## src/rtl/sio_pkg.sv

```systemverilog
// Shared constants and types for the LM80C SIO-lite serial peripheral.
package sio_pkg;

    localparam logic SIO_DATA = 1'b0;
    localparam logic SIO_CTRL = 1'b1;

    localparam int unsigned ST_RXA    = 0;
    localparam int unsigned ST_OVR    = 1;
    localparam int unsigned ST_TBE    = 2;
    localparam int unsigned ST_FE     = 3;
    localparam int unsigned ST_TXBUSY = 4;
    localparam int unsigned ST_TOVR   = 5;

    localparam int unsigned CT_RXIE   = 0;
    localparam int unsigned CT_TXIE   = 1;
    localparam int unsigned CT_CRST   = 2;
    localparam int unsigned CT_CLRERR = 3;

    typedef enum logic [1:0] {
        IDLE,
        START,
        DATA,
        STOP
    } uart_state_t;

endpackage

```

## src/rtl/sio_uart_rx.sv

```systemverilog
// 8N1 receiver: rxd synchronizer, mid-bit sampling FSM, byte/frame-error output with done pulse.
module sio_uart_rx #(
    parameter int unsigned CLKS_PER_BIT = 16,
    parameter int unsigned SYNC_STAGES  = 2
) (
    input  logic       clk_i,
    input  logic       rst_i,
    input  logic       rxd_i,
    output logic [7:0] byte_o,
    output logic       fe_o,
    output logic       done_o
);
    import sio_pkg::*;

    localparam int unsigned CntW = $clog2(CLKS_PER_BIT);
    localparam logic [CntW-1:0] BitEnd  = CntW'(CLKS_PER_BIT - 1);
    localparam logic [CntW-1:0] HalfEnd = CntW'(CLKS_PER_BIT / 2 - 1);

    uart_state_t            state_q;
    logic [SYNC_STAGES-1:0] sync_q;
    logic                   prev_q;
    logic [CntW-1:0]        cnt_q;
    logic [2:0]             idx_q;
    logic [7:0]             shift_q;
    logic [7:0]             byte_q;
    logic                   fe_q;
    logic                   done_q;
    logic                   brk_q;
    logic                   rx_s;

    assign rx_s   = sync_q[SYNC_STAGES-1];
    assign byte_o = byte_q;
    assign fe_o   = fe_q;
    assign done_o = done_q;

    always_ff @(posedge clk_i) begin
        if (rst_i) begin
            state_q <= IDLE;
            sync_q  <= '1;
            prev_q  <= 1'b1;
            cnt_q   <= '0;
            idx_q   <= '0;
            shift_q <= '0;
            byte_q  <= '0;
            fe_q    <= 1'b0;
            done_q  <= 1'b0;
            brk_q   <= 1'b0;
        end else begin
            sync_q <= {sync_q[SYNC_STAGES-2:0], rxd_i};
            prev_q <= rx_s;
            done_q <= 1'b0;
            case (state_q)
                IDLE: begin
                    if (prev_q && !rx_s) begin
                        state_q <= START;
                        cnt_q   <= '0;
                    end
                end
                START: begin
                    if (cnt_q == HalfEnd) begin
                        cnt_q   <= '0;
                        idx_q   <= '0;
                        // A high level at mid-start means the falling edge was a glitch.
                        state_q <= rx_s ? IDLE : DATA;
                    end else begin
                        cnt_q <= cnt_q + 1'b1;
                    end
                end
                DATA: begin
                    if (cnt_q == BitEnd) begin
                        cnt_q   <= '0;
                        shift_q <= {rx_s, shift_q[7:1]};
                        idx_q   <= idx_q + 1'b1;
                        if (idx_q == 3'd7) begin
                            state_q <= STOP;
                        end
                    end else begin
                        cnt_q <= cnt_q + 1'b1;
                    end
                end
                STOP: begin
                    if (brk_q) begin
                        if (rx_s) begin
                            brk_q   <= 1'b0;
                            state_q <= IDLE;
                        end
                    end else if (cnt_q == BitEnd) begin
                        cnt_q  <= '0;
                        byte_q <= shift_q;
                        fe_q   <= ~rx_s;
                        done_q <= 1'b1;
                        if (rx_s) begin
                            state_q <= IDLE;
                        end else begin
                            brk_q <= 1'b1;
                        end
                    end else begin
                        cnt_q <= cnt_q + 1'b1;
                    end
                end
                default: state_q <= IDLE;
            endcase
        end
    end

endmodule

```

## src/rtl/lm80c_sio_lite.sv

```systemverilog
// SIO-style single-channel serial peripheral for the Z80 I/O window: registers, TX FSM,
// interrupt, and the receiver sub-module.
module lm80c_sio_lite #(
    parameter int unsigned CLKS_PER_BIT = 16,
    parameter int unsigned SYNC_STAGES  = 2
) (
    input  logic       sys_clock,
    input  logic       RESET,
    input  logic       sel,
    input  logic       a,
    input  logic       rd,
    input  logic       wr,
    input  logic [7:0] din,
    output logic [7:0] dout,
    input  logic       rxd,
    output logic       txd,
    output logic       int_n
);
    import sio_pkg::*;

    localparam int unsigned CntW = $clog2(CLKS_PER_BIT);
    localparam logic [CntW-1:0] BitEnd = CntW'(CLKS_PER_BIT - 1);

    logic            acc_wr_q, acc_wr_p_q, acc_rd_q, acc_rd_p_q;
    logic            wr_addr_q, rd_addr_q;
    logic [7:0]      wr_data_q;

    uart_state_t     tx_state_q;
    logic [CntW-1:0] tx_cnt_q;
    logic [2:0]      tx_idx_q;
    logic [7:0]      tx_shift_q, hold_q;
    logic            tbe_q, txd_q;

    logic            rx_ie_q, tx_ie_q, rxa_q, ovr_q, fe_q, tovr_q, int_n_q;
    logic [7:0]      rx_buf_q;

    logic [7:0]      rx_byte;
    logic            rx_fe, rx_done;

    logic            wr_edge, rd_fall, ctrl_wr, data_wr, data_rd, crst;
    logic            tx_bit_end, tx_load, wr_accept, rx_rst;
    logic [7:0]      status;

    always_ff @(posedge sys_clock) begin
        if (RESET) begin
            acc_wr_q   <= 1'b0;
            acc_wr_p_q <= 1'b0;
            acc_rd_q   <= 1'b0;
            acc_rd_p_q <= 1'b0;
            wr_addr_q  <= 1'b0;
            rd_addr_q  <= 1'b0;
            wr_data_q  <= '0;
        end else begin
            acc_wr_q   <= sel & wr;
            acc_wr_p_q <= acc_wr_q;
            acc_rd_q   <= sel & rd;
            acc_rd_p_q <= acc_rd_q;
            if (sel && wr) begin
                wr_addr_q <= a;
                wr_data_q <= din;
            end
            // The read action fires after the strobe drops, so remember its address.
            if (sel && rd) begin
                rd_addr_q <= a;
            end
        end
    end

    always_comb begin
        wr_edge    = acc_wr_q & ~acc_wr_p_q;
        rd_fall    = ~acc_rd_q & acc_rd_p_q;
        ctrl_wr    = wr_edge & (wr_addr_q == SIO_CTRL);
        data_wr    = wr_edge & (wr_addr_q == SIO_DATA);
        data_rd    = rd_fall & (rd_addr_q == SIO_DATA);
        crst       = ctrl_wr & wr_data_q[CT_CRST];
        rx_rst     = RESET | crst;
        tx_bit_end = (tx_cnt_q == BitEnd);
        tx_load    = ~tbe_q & ((tx_state_q == IDLE) | ((tx_state_q == STOP) & tx_bit_end));
        // A load in the same cycle empties the holding register before the write lands.
        wr_accept  = data_wr & (tbe_q | tx_load);
    end

    always_ff @(posedge sys_clock) begin
        if (RESET || crst) begin
            tx_state_q <= IDLE;
            tx_cnt_q   <= '0;
            tx_idx_q   <= '0;
            tx_shift_q <= '0;
            hold_q     <= '0;
            tbe_q      <= 1'b1;
            txd_q      <= 1'b1;
            rxa_q      <= 1'b0;
            ovr_q      <= 1'b0;
            fe_q       <= 1'b0;
            tovr_q     <= 1'b0;
            rx_buf_q   <= '0;
            int_n_q    <= 1'b1;
            rx_ie_q    <= RESET ? 1'b0 : wr_data_q[CT_RXIE];
            tx_ie_q    <= RESET ? 1'b0 : wr_data_q[CT_TXIE];
        end else begin
            int_n_q <= ~((rx_ie_q & rxa_q) | (tx_ie_q & tbe_q));

            if (ctrl_wr) begin
                rx_ie_q <= wr_data_q[CT_RXIE];
                tx_ie_q <= wr_data_q[CT_TXIE];
                if (wr_data_q[CT_CLRERR]) begin
                    ovr_q  <= 1'b0;
                    fe_q   <= 1'b0;
                    tovr_q <= 1'b0;
                end
            end

            case (tx_state_q)
                IDLE: begin
                    if (tx_load) begin
                        tx_shift_q <= hold_q;
                        txd_q      <= 1'b0;
                        tx_cnt_q   <= '0;
                        tx_state_q <= START;
                    end
                end
                START: begin
                    if (tx_bit_end) begin
                        tx_cnt_q   <= '0;
                        tx_idx_q   <= '0;
                        txd_q      <= tx_shift_q[0];
                        tx_state_q <= DATA;
                    end else begin
                        tx_cnt_q <= tx_cnt_q + 1'b1;
                    end
                end
                DATA: begin
                    if (tx_bit_end) begin
                        tx_cnt_q <= '0;
                        if (tx_idx_q == 3'd7) begin
                            txd_q      <= 1'b1;
                            tx_state_q <= STOP;
                        end else begin
                            txd_q      <= tx_shift_q[1];
                            tx_shift_q <= {1'b0, tx_shift_q[7:1]};
                            tx_idx_q   <= tx_idx_q + 1'b1;
                        end
                    end else begin
                        tx_cnt_q <= tx_cnt_q + 1'b1;
                    end
                end
                STOP: begin
                    if (tx_bit_end) begin
                        tx_cnt_q <= '0;
                        if (tx_load) begin
                            tx_shift_q <= hold_q;
                            txd_q      <= 1'b0;
                            tx_state_q <= START;
                        end else begin
                            tx_state_q <= IDLE;
                        end
                    end else begin
                        tx_cnt_q <= tx_cnt_q + 1'b1;
                    end
                end
                default: tx_state_q <= IDLE;
            endcase

            if (wr_accept) begin
                hold_q <= wr_data_q;
                tbe_q  <= 1'b0;
            end else if (tx_load) begin
                tbe_q <= 1'b1;
            end
            if (data_wr && !wr_accept) begin
                tovr_q <= 1'b1;
            end

            // A byte completing alongside the data-read edge keeps RXA set without overrun.
            if (rx_done) begin
                rx_buf_q <= rx_byte;
                rxa_q    <= 1'b1;
                if (rxa_q && !data_rd) begin
                    ovr_q <= 1'b1;
                end
                if (rx_fe) begin
                    fe_q <= 1'b1;
                end
            end else if (data_rd) begin
                rxa_q <= 1'b0;
            end
        end
    end

    always_comb begin
        status            = '0;
        status[ST_RXA]    = rxa_q;
        status[ST_OVR]    = ovr_q;
        status[ST_TBE]    = tbe_q;
        status[ST_FE]     = fe_q;
        status[ST_TXBUSY] = (tx_state_q != IDLE);
        status[ST_TOVR]   = tovr_q;
        dout              = (a == SIO_CTRL) ? status : rx_buf_q;
    end

    assign txd   = txd_q;
    assign int_n = int_n_q;

    sio_uart_rx #(
        .CLKS_PER_BIT (CLKS_PER_BIT),
        .SYNC_STAGES  (SYNC_STAGES)
    ) u_rx (
        .clk_i  (sys_clock),
        .rst_i  (rx_rst),
        .rxd_i  (rxd),
        .byte_o (rx_byte),
        .fe_o   (rx_fe),
        .done_o (rx_done)
    );

endmodule

```

## config.mk

```make
export PLATFORM = sky130hd
export DESIGN_NAME = lm80c_sio_lite
export DESIGN_NICKNAME = d
export VERILOG_FILES = /design/src/rtl/sio_pkg.sv /design/src/rtl/sio_uart_rx.sv /design/src/rtl/lm80c_sio_lite.sv
export SDC_FILE = /design/constraint.sdc
export NUM_CORES = 1
export LEC_CHECK = 0
export BUFFER_PORTS_ARGS = -buffer_cell sky130_fd_sc_hd__clkbuf_2
export CAP_MARGIN = 40
export CELL_PAD_IN_SITES_DETAIL_PLACEMENT = 0
export CELL_PAD_IN_SITES_GLOBAL_PLACEMENT = 1
export CORE_MARGIN = 3
export CORE_UTILIZATION = 40
export DETAILED_ROUTE_END_ITERATION = 6
export GPL_ROUTABILITY_DRIVEN = 0
export PLACE_DENSITY_LB_ADDON = 0.2
export SLEW_MARGIN = 30
export SYNTH_ARGS = -nofsm -noshare
export SYNTH_HDL_FRONTEND = slang
export SYNTH_SLANG_ARGS = --single-unit
```

## constraint.sdc

```tcl
create_clock -name sys_clock -period 2.8 [get_ports sys_clock]
set_input_delay 0.28 -clock sys_clock [delete_from_list [all_inputs] [get_ports sys_clock]]
set_output_delay 0.28 -clock sys_clock [all_outputs]
set_load 0.01 [all_outputs]
```

# Word level (Yosys, flattened, before mapping)
# Index checks and enable logic that the tools add are counted.
word_totals:
  regBits: 87
  inputBits: 15
  out_inout_bits: 10
  wordCells: 185
classes:
  n_addsub: 4
  n_eq_ne: 23
  mux: 68
  bitwise_logic: 26
  n_reduce_logical: 32
ops:
  columns: ["cell", "count"]
  rows:
  - ["$mux 8", 5]
  - ["$mux 1", 31]
  - ["$mux 2", 13]
  - ["$mux 4", 6]
  - ["$pmux 8 s3", 1]
  - ["$pmux 2 s4", 2]
  - ["$pmux 4 s4", 1]
  - ["$reduce_bool 2->1", 8]
  - ["$mux 3", 5]
  - ["$ne 2x2->1 const B", 7]
  - ["$and 1x1->1", 13]
  - ["$pmux 3 s2", 2]
  - ["$reduce_and 5->1", 2]
  - ["$not 1->1", 9]
  - ["$reduce_and 3->1", 3]
  - ["$add 4x1->4 const B", 2]
  - ["$eq 2x2->1 const B", 4]
  - ["$eq 4x4->1 const B", 2]
  - ["$ne 2x1->1 const B", 4]
  - ["$pmux 4 s2", 1]
  - ["$reduce_and 4->1", 2]
  - ["$add 3x1->3 const B", 2]
  - ["$eq 3x3->1 const B", 2]
  - ["$reduce_and 2->1", 3]
  - ["other kinds (11)", 23]

# Longest topological paths before layout
# Gate-level depths: netlist (run 1).
depth:
  depth_word: 10
  depth_mapped: 7
  ltp_nobuf: 6

# Cells and area by module
# Synthesis (run 1) repeated with hierarchy kept, for this count alone.
unflattened:
  hier_cells: 396
  hier_area_um2: 3781.1
by_module_without_submodules:
  columns: ["mod", "instances", "cells_each", "area_each_um2", "seq_area_each_um2"]
  rows:
  - ["lm80c_sio_lite", 1, 264, 2472.4, 1141.1]
  - ["sio_uart_rx", 1, 132, 1308.8, 620.6]

# Least setup slack after synthesis (run 1)
# OpenSTA, ideal clock, no wires.
synth_timing:
  kind: "reg-to-reg"
  start: "register tx_state_q[1]"
  end: "register tx_state_q[0]"
  setup_ns: 0.134
  t_arrival_ns: 1.694
  required_ns: 2.666
  setup_slack_ns: 0.972
  path_stages_with_launch: 7
  n_path_buf: 0
  synth_period_minus_slack_ns: 1.828
  path_cell_list: "dfxtp_1 -> inv_1 -> ha_1 -> or2_2 -> a222oi_1 -> nor4b_1 -> a211oi_1"
synth_between:
  elab_chain_cells: 7
  elab_cells_between_ends: 16
  cone_classes: "eq/ne: 8; mux: 3; bitwise: 3; reduce/logical: 2"
synth_lines:
  columns: ["element", "line_no", "rtl"]
  rows:
  - ["from (decl)", "lm80c_sio_lite.sv:28", "uart_state_t tx_state_q;"]
  - ["from (signal assigned)", "lm80c_sio_lite.sv:85", "tx_state_q <= IDLE;"]
  - ["from (signal assigned)", "lm80c_sio_lite.sv:119", "tx_state_q <= START;"]
  - ["from (signal assigned)", "lm80c_sio_lite.sv:127", "tx_state_q <= DATA;"]
  - ["$eq 2x2->1", "lm80c_sio_lite.sv:78, lm80c_sio_lite.sv:113", null]
  - ["$and 1x1->1", "lm80c_sio_lite.sv:78", "tx_load = ~tbe_q & ((tx_state_q == IDLE) | ((tx_state_q == STOP) & tx_bit_end));"]
  - ["$or 1x1->1", "lm80c_sio_lite.sv:78", null]
  - ["$and 1x1->1", "lm80c_sio_lite.sv:78", null]
  - ["$mux 1", "lm80c_sio_lite.sv:150", "if (tx_load) begin"]
  - ["$mux 2", "lm80c_sio_lite.sv:148", "if (tx_bit_end) begin"]
  - ["$pmux 2 s4", "lm80c_sio_lite.sv:113", "case (tx_state_q)"]
# Several ways; a longest one is shown, not always the timed one. The select of a mux whose other input is x is not followed.
# A chain may end at the register's enable or synchronous reset.

# Final worst setup path (run 1)
layout_timing:
  start: "register tx_state_q[0]"
  end: "register tx_shift_q[5]"
layout_between:
  elab_chain_cells: 7
  elab_cells_between_ends: 14
  cone_classes: "eq/ne: 5; mux: 3; bitwise: 3; reduce/logical: 3"
layout_lines:
  columns: ["element", "line_no", "rtl"]
  rows:
  - ["$eq 2x2->1", "lm80c_sio_lite.sv:78, lm80c_sio_lite.sv:113", null]
  - ["$and 1x1->1", "lm80c_sio_lite.sv:78", null]
  - ["$or 1x1->1", "lm80c_sio_lite.sv:78", null]
  - ["$and 1x1->1", "lm80c_sio_lite.sv:78", null]
  - ["$mux 8 (2 in a row)", null, null]
  - ["$pmux 8 s3", "lm80c_sio_lite.sv:113", null]
  - ["to (signal assigned)", "lm80c_sio_lite.sv:116", "tx_shift_q <= hold_q;"]
  - ["to (signal assigned)", "lm80c_sio_lite.sv:140", "tx_shift_q <= {1'b0, tx_shift_q[7:1]};"]
  - ["to (signal assigned)", "lm80c_sio_lite.sv:151", "tx_shift_q <= hold_q;"]
  - ["to (decl)", "lm80c_sio_lite.sv:31", "logic [7:0] tx_shift_q, hold_q;"]
# Several ways; a longest one is shown, not always the timed one. The select of a mux whose other input is x is not followed.

==> results of run 1 <==
## critical path: cells and delay by family (launching register included)
family	cells	cell delay, ns
compound gates	3	0.96
fa+ha+maj	1	0.47
flops	1	0.34
simple gates	1	0.17
buf+inv	1	0.14
## sequential cells by signal, indices dropped and copies added (netlist names), 2 cells and up, named ones only
| signal | flops |
|---|---|
| wr_data_q | 8 |
| rx_buf_q | 8 |
| u_rx.cnt_q | 4 |
| tx_state_q | 2 |
| tx_shift_q | 8 |
| u_rx.byte_o | 8 |
| u_rx.idx_q | 3 |
| tx_cnt_q | 4 |
| u_rx.shift_q | 8 |
| hold_q | 8 |
| tx_idx_q | 3 |
| u_rx.sync_q | 2 |
## placed cells by master (no fill, tap or decap), types with 4 or more instances in the layout
master / n
nor2_1: 58
a21o_1: 9
mux2_2: 5
or3_1: 4
o21ai_0: 12
a21oi_1: 27
nand3b_1: 4
mux2i_1: 44
ha_1: 11
nor2b_1: 10
nand3_1: 19
nand2b_1: 5
dfxtp_1: 85
clkbuf_2: 24
nand2_1: 29
clkbuf_8: 9
inv_1: 7
## power breakdown
group          switching [mW]  internal (mW)  leakage (nW)
clock                   0.505          0.442         0.111
combinational           0.185          0.121         0.660
sequential             0.0343           1.28         0.709
## logic make-up (layout without fill, tap and decap cells)
| logic type | Yosys count | count (layout) |
|---|---|---|
| adders and majority gates | 11 | 11 |
| AOI/OAI and AO/OA | 76 | 76 |
| and+or+nand+nor | 151 | 151 |
| buffers and inverters | 32 | 50 |
| muxes | 49 | 49 |
| DFF | 87 | 87 |
## metrics by stage
step | cells | hold WS [ns] | area, sq um
4_1_cts | 532 | 0.0916 | 4140
5_1_grt | 532 | 0.109 | 4140
3_5_place_dp | 516 | 0.401 | 3930
3_3_place_gp | 516 | 0.399 | 3930
6_report | 532 | 0.111 | 4140
2_1_floorplan | 406 | 0.382 | 3750
## path summary, 6_finish.rpt
check | startpoint | endpoint | cells after the start
worst min-delay path | rxd | u_rx.sync_q[0] | 2
worst max register to register | tx_state_q[0] | tx_shift_q[5] | 6
worst min register to register | u_rx.sync_q[0] | u_rx.sync_q[1] | 1
worst max-delay path | tx_state_q[0] | tx_shift_q[5] | 6
## final cells by class
class                   count  area, sq um
clock buffers               9          124
clock inverters             7         95.1
fillers                   908         4790
inverters                   7         26.3
multi-input cells         287         1860
flip-flops and latches     87         1760
well taps                 108          135
repair buffers             27          143
## layer usage
metal  wire, um  vias to the layer above  share of wire [%]
met5          0                        -                  0
met4         72                        0               0.97
met3        311                        8                4.2
met2       3270                       41                 44
met1       3740                     1295                 51
li1           -                     1456                  -
==> qor.log, run 1 <==
qor: setup_path.critPathArrivalTime 2.43 ns
qor: power_and_ir_drop.power_density 619 nW/um^2
qor: grt.grt_overflow 0
qor: floorplanning.floorplan.initialDensity 42.0%
qor: synth.ys_types 52
qor: detailed_routing.detailedRoute.firstPassIterationCount 4
qor: setup_path.cp-end-kind flip-flop
qor: synth.synth-adder-area-share 3.67%
qor: floorplanning.rows 34
qor: grt.grtUsageTotal 15.2%
qor: synth.synth.net_count 432
qor: setup_path.worst-path-max-fanout 15
qor: sta.final.setup.tns 0 ns
qor: setup_path.timing.critical_path.from_type flip-flop
qor: clock_network.cts.htree.levels 3
qor: clock_network.cts_tree done
qor: synth.synth.largest_area_cell dfxtp_1
qor: synth.ys_dominant_reg_cell dfxtp_1
qor: placement.hpwl_dp 5.07 mm
qor: clock_network.clock_sink_count 87
qor: detailed_routing.routed_via_density 5.26
qor: power_and_ir_drop.total_power 2.56 mW
qor: sta.timing.final.hold_violations 0
qor: floorplanning.area_of_the_die 10600 sq um
qor: sta.final.min_clock_period 2.13 ns
qor: synth.synth_top_family_by_area simple AND/OR/NAND/NOR gates
qor: synth.yosys-top-cells-area dfxtp_1 45%, mux2i_1 12%, nor2_1 5.8%, ha_1 3.7%, a21oi_1 3.6%
qor: synth.synth_simple_gate_area_share 19.5%
qor: grt.grtUsageMet1 21.0%
qor: sta.slew-limit-headroom 56.8%
qor: synth.yosys.area_share.xor_xnor 0%
qor: cells_and_area.fraction_of_final_layout_cells_sized_beyond_drive_strength_1 13.4%
qor: cells_and_area.flow.area_growth_from_synthesis 10.4%
qor: synth.number_of_enable_flip_flop_cells_after_synthesis 2
qor: power_and_ir_drop.p_leak 1.48 nW
qor: clock_network.numCtsBuffers 9
qor: grt.number_of_global_route_vias_before_repair 2649
qor: synth.ys_seq_area_share 46.9%
qor: setup_path.timing.critical_path.required 3.09 ns
qor: grt.met3_usage 4.13%
qor: power_and_ir_drop.power.ir.vdd_worst 0.290 mV
qor: synth.synth_common_cells 85 x dfxtp_1, 58 x nor2_1, 44 x mux2i_1
qor: synth.postSynth.asyncResetShare 0%
qor: grt.top_usage_layer met2
qor: floorplanning.chipWidth 103 um
qor: sta.fin_worst_skew 0.0128 ns
qor: worst_hold_path.worstHoldPathType input port to flip-flop
qor: synth.synth.ff_latch_count 87
qor: floorplanning.die_h 103 um
qor: sta.post-route-period-util 76.2%
qor: detailed_routing.route.detailed.drc 0
qor: synth.synth_cells 406
qor: sta.max_freq 469 MHz
qor: sta.rsz0062_at_grt false
qor: synth.synthesis_warning_total 0
qor: detailed_routing.initialDrtViolationCount 76
qor: setup_path.setup.worst_path.class flip-flop to flip-flop
qor: sta.setup-violations-final 0
qor: detailed_routing.ant_nets 0
qor: sta.timing.final.ws_setup 0.666 ns
qor: clock_network.cts.root.buffer_cell clkbuf_8
qor: clock_network.clock_tree.buffer_depth 2
qor: status.status complete, no violations
qor: cells_and_area.final_core_util 46.4%
qor: grt.global_route.usage.met2 23.2%
qor: synth.synth_compound_gate_area_share 13.2%
qor: detailed_routing.routed_length_per_instance 13.9 um
qor: clock_network.cts.repair.resized 0
qor: clock_network.worstSkewPairLatency 0.36 ns
qor: clock_network.cts_setup_buffers 0
qor: cells_and_area.nets_final 445
qor: placement.dp_slack 0.701 ns
qor: synth.muxShareOfSynthArea 13.2%
qor: synth.syn_area 3750 sq um
qor: clock_network.cts.clk_slew.worst_paths 0.09 ns
qor: setup_path.rrSetupSlack 0.67 ns
qor: clock_network.postCtsHoldBufs 0
qor: synth.yosys.area.top_type_share 45.3%
qor: sta.final_max_slew_viol_count 0
qor: synth.syn_avg_cell_area 9.24 sq um
qor: setup_path.peak_per_stage_delay_on_the_critical_path 0.59 ns
qor: grt.pin_count_of_the_biggest_net_entering_global_routing 44
qor: sta.worst_slew_pin_slew 0.647 ns
qor: setup_path.crit_chain inv_1 -> ha_1 -> nand2b_1 -> a2111o_1 -> a21o_1 -> a21oi_2
qor: grt.grt_pass1_wl 12.7 mm
qor: grt.grt_antenna_before_repair 0
qor: job.max_cap_viol_count 0
qor: floorplanning.i_o_pin_count 25
qor: floorplanning.core_region_area 8930 sq um
qor: detailed_routing.drt_wl_total 7.40 mm
qor: detailed_routing.vias 2800
qor: cells_and_area.insertedDiodeCount 0
qor: synth.most_numerous_cell_in_the_yosys_netlist dfxtp_1
qor: setup_path.timing.critical_path.slowest_stage_cell a2111o_1
qor: placement.io_buffer_count 24
Power figures use the tool's default switching activity.
==> run 2: changes to the inputs <==
Settings changed: ABC_AREA from default to 1.
Clock period 2.8 ns to 2 ns, I/O delays scaled along.
==> run 2 against run 1 <==
First-iteration DRC count is 33% higher. Combinational power is 140% higher. Via count is 11% higher. Sequential share of layout area is 0.051 points lower. Clock power is 44% higher. Critical endpoint is now dout[4]. Worst setup slack worse by 0.48 ns. Critical path depth is 2 lower. Area after synthesis is 1.1% lower. Count of clock-buffer cells in the layout is 1 higher. Highest routed layer unchanged. Largest power group unchanged.
==> qor.log, run 2 <==
qor: setup_path.worst_path_dominant_cell_family flip-flops
qor: placement.postPlaceCellArea 3930 sq um
qor: setup_path.peak_per_stage_delay_on_the_critical_path 0.41 ns
qor: sta.timing.final.hold_violations 0
qor: detailed_routing.drt_wl_total 7.58 mm
qor: cells_and_area.layout.cells.most_common nand2_1
qor: synth.synth-adder-area-share 3.71%
qor: sta.fin_worst_skew 0.0101 ns
qor: setup_path.timing.critical_path.from_type flip-flop
qor: setup_path.timing.critical_path.required 1.80 ns
qor: synth.postSynth.asyncResetShare 0%
qor: cells_and_area.design_area 4150 sq um
qor: setup_path.timing.critical_path.slowest_stage_cell dfxtp_1
qor: cells_and_area.insertedDiodeCount 0
qor: synth.synth_compound_gate_area_share 13.2%
qor: sta.final.setup.tns 0 ns
qor: synth.synthesis_warning_total 0
qor: sta.post-route-period-util 90.6%
qor: status.status complete, no violations
qor: synth.yosys.area_share.xor_xnor 0.472%
qor: grt.grt_overflow 0
qor: setup_path.rrSetupSlack 0.31 ns
qor: worst_hold_path.min_delay_path_depth 2
qor: synth.syn_area 3710 sq um
qor: synth.ys_seq_area_share 47.5%
qor: floorplanning.floorplan.initialDensity 41.9%
qor: detailed_routing.vias 3096
qor: sta.max_freq 552 MHz
qor: clock_network.cts.htree.levels 3
qor: sta.final_max_slew_viol_count 0
qor: synth.synth.largest_area_cell dfxtp_1
qor: power_and_ir_drop.p_leak 1.83 nW
qor: clock_network.worstSkewPairLatency 0.35 ns
qor: clock_network.cts.clk_slew.worst_paths 0.09 ns
qor: clock_network.cts.repair.resized 0
qor: clock_network.clock_sink_count 87
qor: sta.setup-violations-final 0
qor: floorplanning.core_region_area 8850 sq um
qor: clock_network.postCtsHoldBufs 0
qor: setup_path.setup.worst_path.class flip-flop to output port
qor: grt.grt_antenna_before_repair 0
qor: cells_and_area.layout.cells.most_common_list 131 x nand2_1, 85 x dfxtp_1, 75 x nor2_1
qor: synth.ys_types 34
qor: cells_and_area.nets_final 559
qor: synth.number_of_enable_flip_flop_cells_after_synthesis 2
qor: detailed_routing.detailedRoute.firstPassIterationCount 4
qor: clock_network.clock_tree.buffer_depth 2
qor: synth.most_numerous_cell_in_the_yosys_netlist nand2_1
qor: setup_path.r2r_cells 9
qor: detailed_routing.ant_nets 0
qor: detailed_routing.route.detailed.drc 0
qor: synth.synth.ff_latch_count 87
qor: synth.syn_avg_cell_area 7.33 sq um
qor: detailed_routing.initialDrtViolationCount 101
qor: synth.synth_cells 506
qor: floorplanning.i_o_pin_count 25
qor: detailed_routing.routed_length_per_instance 11.7 um
qor: clock_network.cts.root.buffer_cell clkbuf_8
qor: clock_network.cts_setup_buffers 0
qor: floorplanning.rows 34
qor: sta.worst_slew_pin_slew 0.490 ns
qor: synth.ys_dominant_reg_cell dfxtp_1
qor: synth.muxShareOfSynthArea 0%
qor: sta.timing.final.ws_setup 0.187 ns
qor: worst_hold_path.worstHoldPathType input port to flip-flop
qor: grt.grt_pass1_wl 13.3 mm
qor: cells_and_area.fraction_of_final_layout_cells_sized_beyond_drive_strength_1 11.3%
qor: setup_path.worst-path-max-fanout 5
qor: synth.synth_top_family_by_area simple AND/OR/NAND/NOR gates
qor: grt.grtUsageTotal 15.9%
qor: synth.synth_common_cells 131 x nand2_1, 85 x dfxtp_1, 75 x nor2_1
qor: setup_path.critPathArrivalTime 1.61 ns
qor: power_and_ir_drop.power_density 977 nW/um^2
qor: setup_path.crit_chain inv_1 -> ha_1 -> o21ai_0 -> clkbuf_2
qor: synth.yosys-top-cells-area dfxtp_1 46%, nand2_1 13%, nor2_1 7.6%, a21oi_1 6.3%, o21ai_0 4.9%
qor: sta.final.min_clock_period 1.81 ns
qor: grt.pin_count_of_the_biggest_net_entering_global_routing 34
qor: placement.io_buffer_count 24
qor: synth.yosys.area.top_type_share 45.9%
qor: placement.hpwl_dp 5.41 mm
qor: sta.whs 0.0322 ns
qor: setup_path.cp-end-kind output port
qor: sta.slew-limit-headroom 67.3%
qor: clock_network.numCtsBuffers 9
qor: setup_path.cp.buffers_inverters 2
qor: placement.dp_slack 0.328 ns
qor: clock_network.cts_tree done
qor: detailed_routing.routed_via_density 4.79
qor: floorplanning.area_of_the_die 10500 sq um
qor: power_and_ir_drop.power.ir.vdd_worst 0.357 mV
qor: floorplanning.die_h 102 um
qor: synth.synth.net_count 532
qor: setup_path.critical_path_depth 4
qor: sta.rsz0062_at_grt false
qor: cells_and_area.flow.area_growth_from_synthesis 11.8%
qor: floorplanning.chipWidth 102 um
qor: job.max_cap_viol_count 0
qor: synth.synth_simple_gate_area_share 28.4%
qor: grt.number_of_global_route_vias_before_repair 2889
==> run 2: cell count changes in the layout (fill, tap and decap cells not counted), moves of 4 or more <==
cell	change
a21o_1	-9
a21oi_1	+20
inv_1	+35
mux2_2	-5
mux2i_1	-44
nand2_1	+102
nand2_2	+6
nand2b_1	-5
nand3_1	+10
nand3b_1	-4
nor2_1	+17
nor2b_1	-10
o21ai_0	+24
or3_1	-4
==> run 2: metrics by stage <==
stage          total power [mW]  utilization, %  cells
2_1_floorplan              2.57               -    506
3_3_place_gp               2.72            44.4    630
3_5_place_dp               2.74            44.4    630
4_1_cts                    4.12            46.9    646
5_1_grt                    4.31            46.9    646
6_report                   4.05            46.9    646
==> run 2: worst register-to-register path, cell delays in order (launching register included) <==
cell and delay [ns]:
dfxtp_1 0.41, inv_1 0.11, ha_1 0.30, nor2_1 0.16
inv_1 0.05, nand2_1 0.07, nand2_1 0.09, nor2_1 0.18
o21ai_0 0.12, a21oi_1 0.14
==> run 2: path summary, 6_finish.rpt <==
kind	startpoint	to
worst max-delay path	tx_state_q[0]	dout[4]
worst min-delay path	rxd	u_rx.sync_q[0]
worst max register to register	tx_state_q[0]	tx_state_q[0]
worst min register to register	u_rx.sync_q[0]	u_rx.sync_q[1]
==> run 2: area by class of cell <==
type / count / area [sq um]
well taps: 108 / 135
clock inverters: 6 / 93.8
repair buffers: 28 / 150
multi-input cells: 359 / 1700
fillers: 923 / 4700
clock buffers: 10 / 128
inverters: 48 / 180
flip-flops and latches: 87 / 1760
==> run 2: cell families (layout without fill, tap and decap cells) <==
logic type | count (synthesis) | count (layout)
adder cells (fa/ha/maj) | 11 | 11
XOR/XNOR | 2 | 2
flip-flops | 87 | 87
AND/OR/NAND/NOR | 254 | 254
buffers and inverters | 60 | 92
AO/OA/AOI/OAI | 92 | 92
==> run 2: power by group <==
group / switching [mW] / internal (mW)
clock network: 0.647 / 0.713
logic: 0.475 / 0.249
registers: 0.0871 / 1.88
==> run 2: routing by layer <==
| layer | GRT usage, % | wire [um] |
|---|---|---|
| met1 | 22.7 | 4120 |
| met2 | 23.4 | 3140 |
| met3 | 4.91 | 266 |
| met4 | 3.73 | 53 |
| met5 | 0 | 0 |
==> run 3: changes to the inputs <==
Settings changed: CORE_MARGIN 3 to 2.
==> run 3 against run 2 <==
Routed wire length fell by 0.74%. Non-clock buffer count increased by 1. Flip-flop and latch count is the same. Sequential share of layout area up 0.064 points. Largest power group unchanged. Clock skew increased by 0.0020 ns.
==> qor.log, run 3 (synthesis results as in run 2) <==
qor: sta.timing.final.hold_violations 0
qor: detailed_routing.vias 3122
qor: placement.io_buffer_count 24
qor: setup_path.r2r_cells 9
qor: clock_network.cts.clk_slew.worst_paths 0.09 ns
qor: sta.worst_slew_pin_slew 0.512 ns
qor: floorplanning.area_of_the_die 10100 sq um
qor: floorplanning.core_region_area 9110 sq um
qor: clock_network.postCtsHoldBufs 0
qor: sta.slew-limit-headroom 65.8%
qor: setup_path.timing.critical_path.slowest_stage_cell dfxtp_1
qor: setup_path.regToRegEndpoint tx_shift_q[4]
qor: grt.grtUsageTotal 16.4%
qor: worst_hold_path.source_of_the_worst_hold_timing_path rxd
qor: worst_hold_path.worstHoldPathType input port to flip-flop
qor: cells_and_area.layout.cells.most_common nand2_1
qor: power_and_ir_drop.p_leak 1.83 nW
qor: detailed_routing.drt_wl_total 7.52 mm
qor: setup_path.critPathArrivalTime 1.56 ns
qor: floorplanning.chipWidth 100 um
qor: power_and_ir_drop.power.ir.vdd_worst 0.343 mV
qor: sta.final.setup.tns 0 ns
qor: cells_and_area.layout.filler_cells 949
qor: clock_network.numCtsBuffers 9
qor: sta.max_freq 568 MHz
qor: detailed_routing.routed_length_per_instance 11.6 um
qor: grt.grt_antenna_before_repair 0
qor: floorplanning.die_h 100 um
qor: power_and_ir_drop.power_density 962 nW/um^2
qor: grt.grt_overflow 0
qor: clock_network.cts.root.buffer_cell clkbuf_8
qor: setup_path.crit_chain inv_1 -> ha_1 -> o21ai_0 -> clkbuf_2
qor: worst_hold_path.worstHoldEndpoint u_rx.sync_q[0]
qor: job.max_cap_viol_count 0
qor: clock_network.clock_sink_count 87
qor: sta.timing.final.ws_setup 0.239 ns
qor: setup_path.timing.critical_path.required 1.80 ns
qor: detailed_routing.detailedRoute.firstPassIterationCount 4
qor: clock_network.cts.repair.resized 0
qor: grt.grt_pass1_wl 13.3 mm
qor: sta.final.min_clock_period 1.76 ns
qor: detailed_routing.route.detailed.drc 0
qor: clock_network.cts_setup_buffers 0
qor: setup_path.worst-path-max-fanout 5
qor: worst_hold_path.min_delay_path_depth 2
qor: clock_network.worstSkewPairLatency 0.35 ns
qor: sta.whs 0.0429 ns
qor: setup_path.setup.worst_path.class flip-flop to output port
qor: cells_and_area.insertedDiodeCount 0
qor: sta.post-route-period-util 88.1%
qor: setup_path.rrSetupSlack 0.30 ns
qor: floorplanning.rows 35
qor: grt.number_of_global_route_vias_before_repair 2982
qor: cells_and_area.fraction_of_final_layout_cells_sized_beyond_drive_strength_1 11.2%
qor: floorplanning.i_o_pin_count 25
qor: sta.fin_worst_skew 0.0121 ns
qor: cells_and_area.flow.area_growth_from_synthesis 11.7%
qor: detailed_routing.ant_nets 0
qor: cells_and_area.layout.cells.most_common_list 131 x nand2_1, 85 x dfxtp_1, 75 x nor2_1
qor: placement.dp_slack 0.340 ns
qor: cells_and_area.nets_final 560
qor: setup_path.peak_per_stage_delay_on_the_critical_path 0.40 ns
qor: sta.final_max_slew_viol_count 0
qor: setup_path.cp-end-kind output port
qor: sta.rsz0062_at_grt false
qor: placement.hpwl_dp 5.58 mm
qor: setup_path.timing.critical_path.from_type flip-flop
qor: setup_path.crit-reg2reg-launch tx_state_q[0]
qor: floorplanning.floorplan.initialDensity 40.7%
qor: sta.setup-violations-final 0
qor: detailed_routing.initialDrtViolationCount 90
qor: clock_network.clock_tree.buffer_depth 2
qor: clock_network.cts.htree.levels 3
qor: grt.pin_count_of_the_biggest_net_entering_global_routing 29
qor: status.status complete, no violations
qor: clock_network.cts_tree done
qor: detailed_routing.routed_via_density 4.81
==> run 3: cell count changes in the layout (fill, tap and decap cells not counted), sizes merged <==
cell    change
buf         +1
clkinv      -1
clkbuf      +1
inv         -1
==> run 3: critical path: cells and delay by family (launching register included) <==
kind / cells / cell delay [ns]
DFF: 1 / 0.40
buffers and inverters: 2 / 0.28
AOI/OAI and AO/OA: 1 / 0.25
adders and majority gates: 1 / 0.28
==> run 3: cell type report <==
type	count	area (sq um)	share of cell area, %
repair buffers	29	158	3.81
clock inverters	4	72.6	1.75
clock buffers	11	131	3.17
inverters	48	180	4.35
well taps	111	139	3.35
flip-flops and latches	87	1760	42.5
multi-input cells	359	1700	41.0
==> run 3: worst max path at each step <==
stage	slack (ns)	depth (start not counted)	end	start
2_1_floorplan	0.48	10	tx_shift_q[3]	tx_state_q[0]
3_3_place_gp	0.34	9	tx_shift_q[2]	tx_state_q[0]
3_5_place_dp	0.34	9	tx_shift_q[4]	tx_state_q[0]
4_1_cts	0.19	4	dout[4]	tx_state_q[0]
5_1_grt	0.08	4	dout[4]	tx_state_q[0]
6_report	0.24	4	dout[4]	tx_state_q[0]
==> run 3: stage by stage <==
step,util (%),cell area (sq um),instances,power [mW]
2_1_floorplan,-,3710,506,2.57
3_3_place_gp,43.2,3940,634,2.73
3_5_place_dp,43.2,3940,634,2.74
4_1_cts,45.5,4140,649,4.04
5_1_grt,45.5,4140,649,4.25
6_report,45.5,4140,649,3.99
==> run 3: metal layers <==
metal / global-route usage (%) / wire (um) / vias to the layer above
met3: 2.51 / 161 / 6
met2: 26.3 / 3490 / 32
met4: 6.01 / 64 / 0
li1: - / - / 1677
met1: 22.4 / 3810 / 1407
met5: 0 / 0 / -
==> run 3: power by group <==
part	internal, mW	total [mW]	switching [mW]
sequential	1.88	1.96	0.0833
clock	0.696	1.29	0.594
combinational	0.251	0.732	0.480
total	2.83	3.99	1.16
